===== src/rtl/decode_exec_pipe_reg.sv =====
// decode_exec_pipe_reg
// Decode/execute pipeline register with valid bit, external stall, flush and
// a configurable delay line on the immediate path feeding the late-immediate
// input of execute.
// Optional feature macro: DECODE_HAZARD_EN enables load-use detection,
// bubble insertion, hazard_stall and the saturating bubble counter. With it
// undefined, hazard_stall and bubble_count are tied to 0.
module decode_exec_pipe_reg #(
  parameter int WIDTH     = 15,
  parameter int IMM_DELAY = 2,
  parameter int CNT_W     = 16
) (
  input  logic             clk,
  input  logic             rst_n,
  input  logic             stall_in,
  input  logic             flush,
  input  logic             in_valid,
  input  logic [4:0]       r_reg1,
  input  logic [4:0]       r_reg2,
  input  logic [4:0]       wr_reg,
  input  logic [2:0]       func3,
  input  logic [6:0]       func7,
  input  logic [6:0]       opcode,
  input  logic [WIDTH-1:0] immediate_data,
  output logic             out_valid,
  output logic [4:0]       r_reg1_out,
  output logic [4:0]       r_reg2_out,
  output logic [4:0]       wr_reg_out,
  output logic [2:0]       func3_out,
  output logic [6:0]       func7_out,
  output logic [6:0]       opcode_out,
  output logic [WIDTH-1:0] immediate_data_out,
  output logic             hazard_stall,
  output logic [CNT_W-1:0] bubble_count
);

  logic             hazard;
  logic [WIDTH-1:0] imm_chain [IMM_DELAY];

`ifdef DECODE_HAZARD_EN
  localparam logic [6:0] OPC_LOAD = 7'b0000011;

  // Load in execute whose destination is read by the valid instruction in decode.
  // Uses only registered outputs and current inputs, so no combinational loop.
  assign hazard = out_valid && (opcode_out == OPC_LOAD) && (wr_reg_out != 5'd0) &&
                  in_valid && ((r_reg1 == wr_reg_out) || (r_reg2 == wr_reg_out));
`else
  assign hazard = 1'b0;
`endif

  // flush and stall_in both outrank the hazard; in reset out_valid=0 keeps this low.
  assign hazard_stall = hazard && !flush && !stall_in;

  // Field register: flush or bubble clears, stall holds, otherwise capture decode.
  always_ff @(posedge clk or negedge rst_n) begin
    if (!rst_n) begin
      out_valid  <= 1'b0;
      r_reg1_out <= '0;
      r_reg2_out <= '0;
      wr_reg_out <= '0;
      func3_out  <= '0;
      func7_out  <= '0;
      opcode_out <= '0;
    end else if (flush || hazard_stall) begin
      out_valid  <= 1'b0;
      r_reg1_out <= '0;
      r_reg2_out <= '0;
      wr_reg_out <= '0;
      func3_out  <= '0;
      func7_out  <= '0;
      opcode_out <= '0;
    end else if (!stall_in) begin
      out_valid  <= in_valid;
      r_reg1_out <= r_reg1;
      r_reg2_out <= r_reg2;
      wr_reg_out <= wr_reg;
      func3_out  <= func3;
      func7_out  <= func7;
      opcode_out <= opcode;
    end
  end

  // Immediate delay line: shifts on advance and bubble edges (a bubble feeds 0).
  always_ff @(posedge clk or negedge rst_n) begin
    if (!rst_n) begin
      for (int i = 0; i < IMM_DELAY; i++) imm_chain[i] <= '0;
    end else if (flush) begin
      for (int i = 0; i < IMM_DELAY; i++) imm_chain[i] <= '0;
    end else if (!stall_in) begin
      imm_chain[0] <= hazard_stall ? '0 : immediate_data;
      for (int i = 1; i < IMM_DELAY; i++) imm_chain[i] <= imm_chain[i-1];
    end
  end

  assign immediate_data_out = imm_chain[IMM_DELAY-1];

`ifdef DECODE_HAZARD_EN
  // Saturating count of inserted bubbles; only reset clears it.
  always_ff @(posedge clk or negedge rst_n) begin
    if (!rst_n) begin
      bubble_count <= '0;
    end else if (hazard_stall && (bubble_count != {CNT_W{1'b1}})) begin
      bubble_count <= bubble_count + CNT_W'(1);
    end
  end
`else
  assign bubble_count = '0;
`endif

endmodule


===== config.mk =====
export PLATFORM = sky130hd
export DESIGN_NAME = decode_exec_pipe_reg
export DESIGN_NICKNAME = d
export VERILOG_FILES = /design/src/rtl/decode_exec_pipe_reg.sv
export SDC_FILE = /design/constraint.sdc
export NUM_CORES = 1
export LEC_CHECK = 0
export ABC_AREA = 1
export BUFFER_PORTS_ARGS = -buffer_cell sky130_fd_sc_hd__buf_2
export CAP_MARGIN = 5
export CORE_MARGIN = 4
export CORE_UTILIZATION = 48
export CTS_CLUSTER_DIAMETER = 60
export DETAILED_ROUTE_END_ITERATION = 12
export PLACE_DENSITY = 0.86
export SYNTH_ARGS = -nofsm -noshare
export SYNTH_HDL_FRONTEND = slang
export SYNTH_SLANG_ARGS = --single-unit

===== constraint.sdc =====
create_clock -name clk -period 1 [get_ports clk]
set_clock_uncertainty 0.15 [all_clocks]
set_input_delay 0.05 -clock clk [delete_from_list [all_inputs] [get_ports clk]]
set_output_delay 0.05 -clock clk [all_outputs]
set_load 0.1 [all_outputs]

**Yosys cells after proc, flatten, opt, wreduce, memory -nomap -nowiden**

Index checks and enable logic that the tools add are counted.

- Equal/unequal tests: 1
- Mux-type cells: 16

Operators with widths:

| kind | count |
|---|---|
| $mux 30 | 2 |
| $mux 5 | 6 |
| $mux 7 | 4 |
| $mux 3 | 2 |
| $mux 1 | 2 |
| $ne 2x1->1 const B | 1 |

- Bits in registers: 63
- Input port bits: 52
- Output and inout port bits: 65

**Logic depth before layout (Yosys ltp)**

- Depth in word-level cells: 2
- Gate-level depth with buffers: 5
- Gate-level depth less buffers: 3

**Worst setup path after synthesis**

No wires, ideal clock.

- Path kind: register to register
- From: register func3_out[0] (netlist name)
- To: register func3_out[0]
- Arrival: 1.129 ns
- Data required time: 0.782 ns
- Setup slack: -0.347 ns
- Stages on the path, launching flop included: 3
- Path buffers: 0
- Period minus slack after synthesis: 1.347 ns
- Cells stage by stage: dfrtp_1 -> nand3_1 -> nand2_1

RTL lines:

| element | line | text |
|---|---|---|
| to (signal assigned) | 77 | `func3_out <= func3;` |
| to (decl) | 29 | `output logic [2:0] func3_out,` |

**Worst setup path after layout**

- From: register opcode_out[5]
- To: output port opcode_out[5]

RTL lines:

| element | line | text |
|---|---|---|
| from (decl) | 31 | `output logic [6:0] opcode_out,` |
| from (signal assigned) | 79 | `opcode_out <= opcode;` |

No word-level cell between the ends.

==> impl_metrics.csv <==
group,metric,value,unit
status,outcome,"finished, violations left",
status,violations,"setup timing",
synthesis,yosys-top-cells-area,"dfrtp_1, nand2_1, buf_4",
setup_path,cp.depth,1,
synthesis,netlist.area_leader.share,0.5459,
clocking,cts_root_buf,"clkbuf_8",
synthesis,yosysMostFrequentCell,"nand2_1",
setup_path,regToRegSetupSlack,-150,ps
setup_path,endpoint,"opcode_out[5]",
timing,max_freq,0.8002,GHz
synthesis,synth_edf_count,0,
finish,drive_above_1_share,0.5052,
die,ios,117,
timing,min_period,1250,ps
die,die_x,85.57,um
synthesis,synth_area,2888,um^2
synthesis,synth.distinct_cells,11,
clocking,ctsHtreeMaxLevel,3,
finish,syn_to_final_growth,86.74,%
synthesis,ys_ff_latch,63,
route,via_count,3098,
clocking,cts_buffer_depth,2,
route,wl_per_cell,22.93,um
die,die-height,85.57,um
setup_path,startpoint,"opcode_out[5]$_DFFE_PN0P_",
global_routing,grt_pass1_wl,16260,um
pwr,leakage,2.627,nW
clocking,insertion_delay,340,ps
setup_path,r2r_start,"immediate_data_out[3]$_DFFE_PN0P_",
setup_path,rr_worst_depth,4,
setup_path,r2r_end,"immediate_data_out[3]$_DFFE_PN0P_",
pwr,cellPowerDensity,1489,nW/um^2
flow_run,cap_violations,0,
clocking,cts_tree,"built",
synthesis,yosysSeqAreaShare,0.5459,
global_routing,grt_max_degree,64,
min_path,min_path_type,"in -> reg",
route,ant_nets,0,
die,dieArea,7321,um^2
route,first_iter_violations,293,
global_routing,grt_pass1_vias,3065,
setup_path,path_buf_inv,1,
die,num_rows,27,
synthesis,ys_warn_count,0,
global_routing,antenna_found_initial,2,
synthesis,yosys_most_used_dff,"dfrtp_1",
setup_path,critical_path.top_delay_family,"flip-flops",
clocking,cts.sinks,63,
synthesis,yosysTopAreaCell,"dfrtp_1",
route,routed_via_density,5.562,
die,initial_core_util,0.5088,
finish,final_nets,530,
setup_path,start_kind,"flip-flop",
clocking,path_clk_slew,80,ps
route,drt_pass1_iterations,5,
timing,final-hold-violation-count,0,
timing,fin_ws,-249.6,ps
route,drc,0,
synthesis,synth_cells,306,
place,hpwlAfterDp,4642,um
setup_path,cp_slowest_cell,"dfrtp_4",
place,gp_congestion,0.6988,
min_path,hold_start,"stall_in",
synthesis,synthTopCellsByCount,"nand2_1, dfrtp_1, nand3_1",
timing,setup-violations-final,65,
synthesis,avgSynthCellArea,9.437,um^2
synthesis,async_reset_ff_frac,1.000,
route,routed_wirelength,12770,um
timing,rsz0062_at_grt,"yes",
setup_path,setup.worst_path.end_class,"primary output",
setup_path,arrival,1050,ps
place,post-place-ws,63.63,ps
setup_path,worstPathRequired,800,ps
global_routing,grt_overflow,0,
setup_path,crit_type,"reg -> out",
setup_path,path_cells,"buf_12",
setup_path,worstPathMaxFanout,2,
die,coreArea,5675,um^2
place,port_buffers,99,
timing,fin_crit_sh,1.250,
clocking,cts_buffers,9,
global_routing,grt_usage,0.2981,
timing,slew_viol_final,0,
timing,final.setup.tns,-10470,ps
setup_path,max_stage_delay,520,ps
pwr,peakVddDrop,1.058,mV
## power breakdown
part | switching, W | internal (W) | total [W]
Combinational | 0.00151 | 0.000816 | 0.00232
Sequential | 0.000165 | 0.00272 | 0.00289
Clock | 0.00110 | 0.00172 | 0.00282
## how the worst min path moves through the flow
stage,end,cells past startpoint
after global routing,opcode_out[3]$_DFFE_PN0P_,4
after detailed placement,func7_out[2]$_DFFE_PN0P_,2
final,opcode_out[3]$_DFFE_PN0P_,4
after CTS,func7_out[2]$_DFFE_PN0P_,4
after global placement,func7_out[2]$_DFFE_PN0P_,2
after floorplan,imm_chain[15]$_DFFE_PN0P_,0
## registers in the layout (all words and copies together), names as in the netlist
name and flops:
wr_reg_out 5, opcode_out 7, r_reg1_out 5, out_valid 1
imm_chain 15, r_reg2_out 5, func3_out 3, immediate_data_out 15
func7_out 7
## metal layers
metal	share of wire	routed length, um	global-route usage	vias to the layer above
met1	0.33	4227	0.3070	1497
li1	-	-	-	1266
met3	0.088	1128	0.06052	66
met4	0.062	798	0.1554	0
met5	0	0	0	-
met2	0.52	6620	0.5629	269
## repair_timing
action                                  4_1_cts  5_1_grt
endpoints found under the setup margin       48       74
buffers inserted                             32       15
hold buffers                                 49        0
pin swaps                                     0       10
resized for setup                             0       40
endpoints found under the hold margin       111        0
## through the flow
step	hold WS, ps	std cells	util	cell area [um^2]	total power, W
6_report	97.57	557	0.9502	5393	0.008027
5_1_grt	91.48	557	0.9502	5393	0.008204
4_1_cts	70.79	546	0.9112	5171	0.007725
3_5_place_dp	-61.02	449	0.7392	4195	0.004806
3_3_place_gp	-69.10	449	0.7392	4195	0.004771
2_1_floorplan	-395.6	322	-	3187	0.004207
## layout by cell type (no fill, tap or decap), drive strengths merged
cell type / Yosys / final
buf: 45 / 147
nand2: 126 / 126
dfrtp: 63 / 63
nand3: 63 / 63
dlygate4sd3: 0 / 49
conb: 1 / 17
clkbuf: 6 / 10
bufinv: 0 / 3
diode: 0 / 2
clkinv: 0 / 2
nor2: 1 / 1
inv: 1 / 1
clkinvlp: 0 / 1
## cell type report
| cell class | instances | area (um^2) |
|---|---|---|
| Inverter | 1 | 6.256 |
| Sequential cell | 63 | 1700 |
| Timing Repair Buffer | 196 | 2248 |
| Tap cell | 72 | 90.09 |
| Antenna cell | 2 | 5.005 |
| Fill cell | 140 | 282.8 |
| Clock buffer | 10 | 137.6 |
| Clock inverter | 6 | 107.6 |
| Multi-Input combinational cell | 207 | 1097 |
## cell families (layout without fill, tap and decap cells)
group / count (synthesis) / in the layout / share of synthesized area
other: 1 / 19 / 0.001299
AND/OR/NAND/NOR: 190 / 190 / 0.2990
flip-flops: 63 / 63 / 0.5459
buffers and inverters: 52 / 213 / 0.1538
Note: power is estimated with default switching activity, not from simulation.
